===== src/rtl/zigzag_reorder_pp_if.sv =====
// Handshake bundle between quantiser, zig-zag reorder buffer and entropy coder.
// The slave view belongs to the reorder buffer, the master view to its environment.
`timescale 1ns/1ps
interface zigzag_reorder_pp_if #(
   parameter int DATA_W = 12
);
   logic              in_valid;
   logic [DATA_W-1:0] in_data;
   logic              in_bypass;
   logic              in_ready;
   logic              out_valid;
   logic [DATA_W-1:0] out_data;
   logic [1:0]        out_comp;
   logic              out_sob;
   logic              out_eob;
   logic              out_eom;
   logic              out_ready;

   modport slave (
      input  in_valid, in_data, in_bypass, out_ready,
      output in_ready, out_valid, out_data, out_comp, out_sob, out_eob, out_eom
   );

   modport master (
      output in_valid, in_data, in_bypass, out_ready,
      input  in_ready, out_valid, out_data, out_comp, out_sob, out_eob, out_eom
   );
endinterface


===== src/rtl/zigzag_reorder_pp.sv =====
// Ping-pong 8x8 coefficient buffer: raster-order writes into one bank while the
// other bank drains in zig-zag (or raster, when bypassed) order with MCU tagging.
`timescale 1ns/1ps
module zigzag_reorder_pp #(
   parameter int DATA_W = 12,
   parameter int Y_BLK  = 4,
   parameter int C_BLK  = 2
) (
   input  logic                 sys_clk,
   input  logic                 sys_rst,
   zigzag_reorder_pp_if.slave   bus
);

   localparam int NBLK = Y_BLK + 2 * C_BLK;
   localparam int BCW  = $clog2(NBLK + 1);
   localparam logic [BCW-1:0] Y_END    = BCW'(Y_BLK);
   localparam logic [BCW-1:0] CB_END   = BCW'(Y_BLK + C_BLK);
   localparam logic [BCW-1:0] LAST_BLK = BCW'(NBLK - 1);

   // Raster position of the k-th coefficient in zig-zag scan order.
   localparam logic [5:0] ZZ [64] = '{
      6'd0,  6'd1,  6'd8,  6'd16, 6'd9,  6'd2,  6'd3,  6'd10,
      6'd17, 6'd24, 6'd32, 6'd25, 6'd18, 6'd11, 6'd4,  6'd5,
      6'd12, 6'd19, 6'd26, 6'd33, 6'd40, 6'd48, 6'd41, 6'd34,
      6'd27, 6'd20, 6'd13, 6'd6,  6'd7,  6'd14, 6'd21, 6'd28,
      6'd35, 6'd42, 6'd49, 6'd56, 6'd57, 6'd50, 6'd43, 6'd36,
      6'd29, 6'd22, 6'd15, 6'd23, 6'd30, 6'd37, 6'd44, 6'd51,
      6'd58, 6'd59, 6'd52, 6'd45, 6'd38, 6'd31, 6'd39, 6'd46,
      6'd53, 6'd60, 6'd61, 6'd54, 6'd47, 6'd55, 6'd62, 6'd63
   };

   logic [DATA_W-1:0] mem_q [2][64];

   logic              wrBank_q, wrBank_d;
   logic [5:0]        wrIdx_q, wrIdx_d;
   logic              rdBank_q, rdBank_d;
   logic [5:0]        rdIdx_q, rdIdx_d;
   logic [1:0]        full_q, full_d;
   logic [1:0]        byp_q, byp_d;
   logic [BCW-1:0]    blkCnt_q, blkCnt_d;
   logic              outValid_q, outValid_d;
   logic [DATA_W-1:0] outData_q, outData_d;
   logic [1:0]        outComp_q, outComp_d;
   logic              outSob_q, outSob_d;
   logic              outEob_q, outEob_d;
   logic              outEom_q, outEom_d;

   logic              inReady;
   logic              accept;
   logic              load;
   logic [5:0]        rdAddr;

   assign inReady = !sys_rst && !full_q[wrBank_q];
   assign accept  = bus.in_valid && inReady;
   assign load    = full_q[rdBank_q] && (!outValid_q || bus.out_ready);
   assign rdAddr  = byp_q[rdBank_q] ? rdIdx_q : ZZ[rdIdx_q];

   always_comb begin
      wrBank_d   = wrBank_q;
      wrIdx_d    = wrIdx_q;
      rdBank_d   = rdBank_q;
      rdIdx_d    = rdIdx_q;
      full_d     = full_q;
      byp_d      = byp_q;
      blkCnt_d   = blkCnt_q;
      outValid_d = outValid_q;
      outData_d  = outData_q;
      outComp_d  = outComp_q;
      outSob_d   = outSob_q;
      outEob_d   = outEob_q;
      outEom_d   = outEom_q;

      if (accept) begin
         wrIdx_d = wrIdx_q + 6'd1;
         if (wrIdx_q == 6'd0) begin
            byp_d[wrBank_q] = bus.in_bypass;
         end
         if (wrIdx_q == 6'd63) begin
            full_d[wrBank_q] = 1'b1;
            wrBank_d         = ~wrBank_q;
         end
      end

      // A write only targets a non-full bank and a read only a full one, so the
      // two flag updates above and below never touch the same bank.
      if (load) begin
         outData_d  = mem_q[rdBank_q][rdAddr];
         outValid_d = 1'b1;
         outSob_d   = (rdIdx_q == 6'd0);
         outEob_d   = (rdIdx_q == 6'd63);
         outComp_d  = (blkCnt_q < Y_END) ? 2'd1 : ((blkCnt_q < CB_END) ? 2'd2 : 2'd3);
         outEom_d   = (rdIdx_q == 6'd63) && (blkCnt_q == LAST_BLK);
         rdIdx_d    = rdIdx_q + 6'd1;
         if (rdIdx_q == 6'd63) begin
            full_d[rdBank_q] = 1'b0;
            rdBank_d         = ~rdBank_q;
            blkCnt_d         = (blkCnt_q == LAST_BLK) ? '0 : blkCnt_q + BCW'(1);
         end
      end else if (bus.out_ready) begin
         outValid_d = 1'b0;
      end
   end

   always_ff @(posedge sys_clk) begin
      if (sys_rst) begin
         wrBank_q   <= 1'b0;
         wrIdx_q    <= '0;
         rdBank_q   <= 1'b0;
         rdIdx_q    <= '0;
         full_q     <= '0;
         byp_q      <= '0;
         blkCnt_q   <= '0;
         outValid_q <= 1'b0;
         outData_q  <= '0;
         outComp_q  <= '0;
         outSob_q   <= 1'b0;
         outEob_q   <= 1'b0;
         outEom_q   <= 1'b0;
      end else begin
         wrBank_q   <= wrBank_d;
         wrIdx_q    <= wrIdx_d;
         rdBank_q   <= rdBank_d;
         rdIdx_q    <= rdIdx_d;
         full_q     <= full_d;
         byp_q      <= byp_d;
         blkCnt_q   <= blkCnt_d;
         outValid_q <= outValid_d;
         outData_q  <= outData_d;
         outComp_q  <= outComp_d;
         outSob_q   <= outSob_d;
         outEob_q   <= outEob_d;
         outEom_q   <= outEom_d;
      end
   end

   // Bank storage is left out of reset: the cleared full flags keep stale data unreachable.
   always_ff @(posedge sys_clk) begin
      if (accept) begin
         mem_q[wrBank_q][wrIdx_q] <= bus.in_data;
      end
   end

   assign bus.in_ready  = inReady;
   assign bus.out_valid = outValid_q;
   assign bus.out_data  = outData_q;
   assign bus.out_comp  = outComp_q;
   assign bus.out_sob   = outSob_q;
   assign bus.out_eob   = outEob_q;
   assign bus.out_eom   = outEom_q;

endmodule

===== src/flat_wrapper.sv =====
// flat-port wrapper written by rule: the top's interface ports become plain ports
module zigzag_reorder_pp_flat 
#(
   parameter int DATA_W = 12,
   parameter int Y_BLK  = 4,
   parameter int C_BLK  = 2
)
  (sys_clk, sys_rst, bus_in_valid, bus_in_data, bus_in_bypass, bus_out_ready, bus_in_ready, bus_out_valid, bus_out_data, bus_out_comp, bus_out_sob, bus_out_eob, bus_out_eom);
  zigzag_reorder_pp_if #(.DATA_W(DATA_W)) bus_i ();
  input  logic sys_clk;
  input  logic sys_rst;
  input wire logic [$bits(bus_i.in_valid)-1:0] bus_in_valid;
  input wire logic [$bits(bus_i.in_data)-1:0] bus_in_data;
  input wire logic [$bits(bus_i.in_bypass)-1:0] bus_in_bypass;
  input wire logic [$bits(bus_i.out_ready)-1:0] bus_out_ready;
  output wire logic [$bits(bus_i.in_ready)-1:0] bus_in_ready;
  output wire logic [$bits(bus_i.out_valid)-1:0] bus_out_valid;
  output wire logic [$bits(bus_i.out_data)-1:0] bus_out_data;
  output wire logic [$bits(bus_i.out_comp)-1:0] bus_out_comp;
  output wire logic [$bits(bus_i.out_sob)-1:0] bus_out_sob;
  output wire logic [$bits(bus_i.out_eob)-1:0] bus_out_eob;
  output wire logic [$bits(bus_i.out_eom)-1:0] bus_out_eom;
  assign bus_i.in_valid = bus_in_valid;
  assign bus_i.in_data = bus_in_data;
  assign bus_i.in_bypass = bus_in_bypass;
  assign bus_i.out_ready = bus_out_ready;
  assign bus_in_ready = bus_i.in_ready;
  assign bus_out_valid = bus_i.out_valid;
  assign bus_out_data = bus_i.out_data;
  assign bus_out_comp = bus_i.out_comp;
  assign bus_out_sob = bus_i.out_sob;
  assign bus_out_eob = bus_i.out_eob;
  assign bus_out_eom = bus_i.out_eom;
  zigzag_reorder_pp #(.DATA_W(DATA_W), .Y_BLK(Y_BLK), .C_BLK(C_BLK)) u_core (.sys_clk(sys_clk), .sys_rst(sys_rst), .bus(bus_i));
endmodule

===== config.mk =====
export PLATFORM = sky130hd
export DESIGN_NAME = zigzag_reorder_pp_flat
export DESIGN_NICKNAME = d
export VERILOG_FILES = /design/src/rtl/zigzag_reorder_pp_if.sv /design/src/rtl/zigzag_reorder_pp.sv /design/src/flat_wrapper.sv
export SDC_FILE = /design/constraint.sdc
export NUM_CORES = 2
export LEC_CHECK = 0
export ABC_AREA = 0
export BUFFER_PORTS_ARGS = -buffer_cell sky130_fd_sc_hd__buf_2
export CORE_MARGIN = 3
export CORE_UTILIZATION = 50
export CTS_BUF_LIST = sky130_fd_sc_hd__clkbuf_16
export CTS_CLUSTER_DIAMETER = 60
export DETAILED_ROUTE_END_ITERATION = 16
export PLACE_DENSITY_LB_ADDON = 0.05
export REMOVE_ABC_BUFFERS = 1
export SLEW_MARGIN = 20
export SYNTH_ARGS = -nofsm -noshare
export SYNTH_HDL_FRONTEND = slang
export SYNTH_SLANG_ARGS = --single-unit

===== constraint.sdc =====
create_clock -name sys_clk -period 3.58 [get_ports sys_clk]
set_clock_uncertainty 0.1 [all_clocks]
set_input_delay 0 -clock sys_clk [delete_from_list [all_inputs] [get_ports sys_clk]]
set_output_delay 0 -clock sys_clk [all_outputs]
set_load 0.1 [all_outputs]

==> results_dict.tcl <==
set metrics [dict create \
    initial_core_util_pct 50.8 \
    tritoncts.num_buffers 163 \
    violations "negative setup slack" \
    synth-adder-area-share_pct 0.321 \
    grt_overflow 0 \
    outcome "finished, violations left" \
    dp_slack_ps -609 \
    vias 34268 \
    antenna_found_initial 6 \
    clkSinkCount 1577 \
    cts_tree "yes" \
    crit_required_ps 4140 \
    path_delay_family "compound AO/OA/AOI/OAI gates" \
    synth-seq-cells 1577 \
    postSynth.asyncResetShare_pct 0 \
    routedWlPerCell_um 29.4 \
    io_buffers 35 \
    yosys_warnings 0 \
    hold_violations 0 \
    critical_path_buf_inv_count 5 \
    clk_path_buf_depth 3 \
    cp_cell_sequence "inv_2, buf_4, ha_2, nor2b_1, o21ai_0, a32o_2, a221o_4, buf_12, buf_12, buf_4, mux4_2, a22o_1, a311oi_2, nand4_1, o221a_2" \
    fin_nets 3962 \
    clock-root-buffer "clkbuf_16" \
    powerDensity_nw_per_um2 497 \
    grt_usage_pct 25.9 \
    tns_ps -1510 \
    grt_max_degree 129 \
    drt_iter0_drc 3656 \
    drive_gt1_share_pct 27.3 \
    row_count 128 \
    die_x_um 359 \
    synth.distinct_cells 73 \
    die_h_um 359 \
    drc_errors 0 \
    post_drt_via_cell_ratio 6.02 \
    grt_pass1_vias 34184 \
    clock_latency_ps 790 \
    worst_pin_slew_ps 1110 \
    synthMuxAreaShare_pct 13.0 \
    synth_compound_area_share_pct 4.03 \
    synthCells 3441 \
    synth-edff-count 1536 \
    hold-worst-slack_ps 128 \
    max_clock_freq_ghz 0.265 \
    cpPeakStageDelay_ps 430 \
    drt_first_pass_iters 5 \
    yosysSeqAreaShare_pct 75.4 \
    setup_viol 11 \
    crit_fanout 9 \
    synth_top_family_by_area "multiplexers" \
    syn_area_per_cell_um2 18.1 \
    critPathArrivalTime_ps 4340 \
    grt_pass1_wl_um 241000 \
    dieArea_um2 129000 \
    fin_crit_sh_pct 105 \
    dp_hpwl_um 106000 \
    endpoint_kind "register" \
    period_needed_ps 3780 \
    ir_worst_vdd_mv 0.460 \
    ant_nets 0 \
    gp_congestion 0.847 \
    io_pins 36 \
    wirelength_um 167000 \
    maxCapViolCount 0 \
    synthXorXnorAreaFrac_pct 0.183 \
    htreeDepth 4 \
    synth-simple-area-share_pct 5.60 \
    synth_area_um2 62300 \
    rsz0062_at_grt "yes" \
    critical-path-slowest-cell "a221o_4" \
    syn_to_final_growth_pct 18.7 \
    fin_ws_ps -196 \
    relSlewSlack_pct 26.2 \
    fillers 9093 \
    ys.flop_type "edfxtp_1" \
    p_leak_nw 23.5 \
    coreArea_um2 123000 \
    holdCritPathClass "input pin to register" \
    drv_slew 0 \
    clk_pin_slew_worst_paths_ps 60 \
    critical_path_class "register to register" \
    start_kind "register" \
]
metrics by stage:
stage | power (mW) | util [%] | instance area [µm²] | std cells
after global placement | 21.1 | 55.2 | 67700 | 5345
after CTS | 37.0 | 60.0 | 73600 | 5680
after floorplan | 20.7 | - | 61400 | 3233
after detailed placement | 21.1 | 55.2 | 67700 | 5345
after global routing | 37.8 | 60.3 | 73900 | 5687
final | 36.7 | 60.3 | 74000 | 5689
worst register-to-register path: cells and delay by family (launching register included):
kind	cells	cell delay, ps
muxes	1	270
adders and majority gates	1	200
buffers and inverters	5	710
and+or+nand+nor	2	370
DFF	1	340
AOI/OAI and AO/OA	6	1660
final cells by class:
| cell class | instances | area, µm² | area share [%] |
|---|---|---|---|
| multi-input cells | 1642 | 15000 | 20.4 |
| clock inverters | 129 | 821 | 1.11 |
| repair buffers | 531 | 4810 | 6.50 |
| diodes | 2 | 5.00 | 0.00677 |
| inverters | 14 | 52.6 | 0.0711 |
| flip-flops and latches | 1577 | 47000 | 63.5 |
| well taps | 1625 | 2030 | 2.75 |
| clock buffers | 169 | 4230 | 5.72 |
power by group:
| group | internal (mW) | total (mW) | leakage (nW) | switching (mW) |
|---|---|---|---|---|
| combinational | 0.0733 | 0.472 | 6.76 | 0.399 |
| clock | 9.10 | 16.0 | 2.64 | 6.90 |
| sequential | 20.3 | 20.3 | 14.1 | 0.00618 |
flip-flops by register name (all words and copies together) (netlist names), 2 cells and up, named ones only:
name,count
u_core.mem_q,1536
u_core.bus.out_data,12
u_core.rdIdx_q,6
u_core.wrIdx_q,6
u_core.blkCnt_q,4
u_core.bus.out_comp,2
u_core.byp_q,2
u_core.full_q,2
synthesized netlist by cell type, types with 4 or more instances:
library cell  instances  share of area, %
buf_6                 5             0.090
edfxtp_1           1536                74
o22ai_1              49              0.49
or3_1                 4             0.040
a21oi_1              89              0.71
nor3_1               39              0.31
a22oi_1              20              0.24
mux2i_1             220               3.5
and2_1                6             0.060
xor2_1                4             0.056
nand2b_1             22              0.22
o31ai_1              11              0.13
nor2b_1              40              0.40
a211oi_1             46              0.55
xnor2_1               9              0.13
nand4b_1             11              0.15
buf_2                67              0.54
nor3b_1               4             0.048
buf_1                29              0.17
o32a_1               11              0.18
and3_1               30              0.30
o21ai_1               4             0.032
nand2_1             197               1.2
nand3_1              59              0.47
o211ai_1             23              0.28
or4_1                14              0.17
o21ai_0              25              0.20
inv_1                13             0.078
a22o_1               12              0.17
o221a_2               9              0.16
nor2_1              279               1.7
nor4_1               11              0.11
a2111oi_0             9              0.13
mux4_2              248               9.0
a31oi_1               6             0.060
clkbuf_1            105              0.63
nand4_1              35              0.35
dfxtp_1              41               1.3
a311oi_1             14              0.20
mux2_2               26              0.47
ha_1                 16              0.32
final timing paths:
| check | start | to | slack [ps] | depth (start not counted) |
|---|---|---|---|---|
| setup / recovery | u_core.rdIdx_q[0]$_SDFFE_PP0P_ | u_core.bus.out_data[8]$_SDFFE_PP0P_ | -200 | 15 |
| hold / removal | bus_in_bypass | u_core.byp_q[1]$_SDFFE_PP0P_ | 130 | 4 |
| setup reg to reg | u_core.rdIdx_q[0]$_SDFFE_PP0P_ | u_core.bus.out_data[8]$_SDFFE_PP0P_ | -200 | 15 |
| hold reg to reg | u_core.bus.out_sob$_SDFFE_PP0P_ | u_core.bus.out_sob$_SDFFE_PP0P_ | 380 | 2 |
placed cells by master (no fill, tap or decap), types with 56 or more instances in the layout:
cell type and count:
nand3_1 56, nand2_1 197, a21oi_1 85, buf_4 414
clkbuf_16 170, mux2i_1 215, edfxtp_1 1536, nor2_1 277
inv_1 58, mux4_2 248
logic make-up after synthesis:
| logic type | after synthesis |
|---|---|
| fa+ha+maj | 16 |
| simple gates | 758 |
| mux | 494 |
| compound gates | 361 |
| buf+inv | 222 |
| xor+xnor | 13 |
| flops | 1577 |
metal layers:
layer,vias up,routed length (µm),global-route usage (%)
li1,14835,-,-
met3,267,13400,5.99
met2,1240,77100,39.0
met4,4,5390,8.31
met5,-,25,0
met1,17922,71200,37.6
repair_timing:
item,in CTS,in global routing
hold endpoints to repair,1068,0
gates cloned,3,1
setup buffers,14,7
hold buffers,20,0
endpoints found under the setup margin,12,12
gates resized for setup,97,46
pin swaps,39,17
No activity file was read; power rests on OpenSTA's default activity.
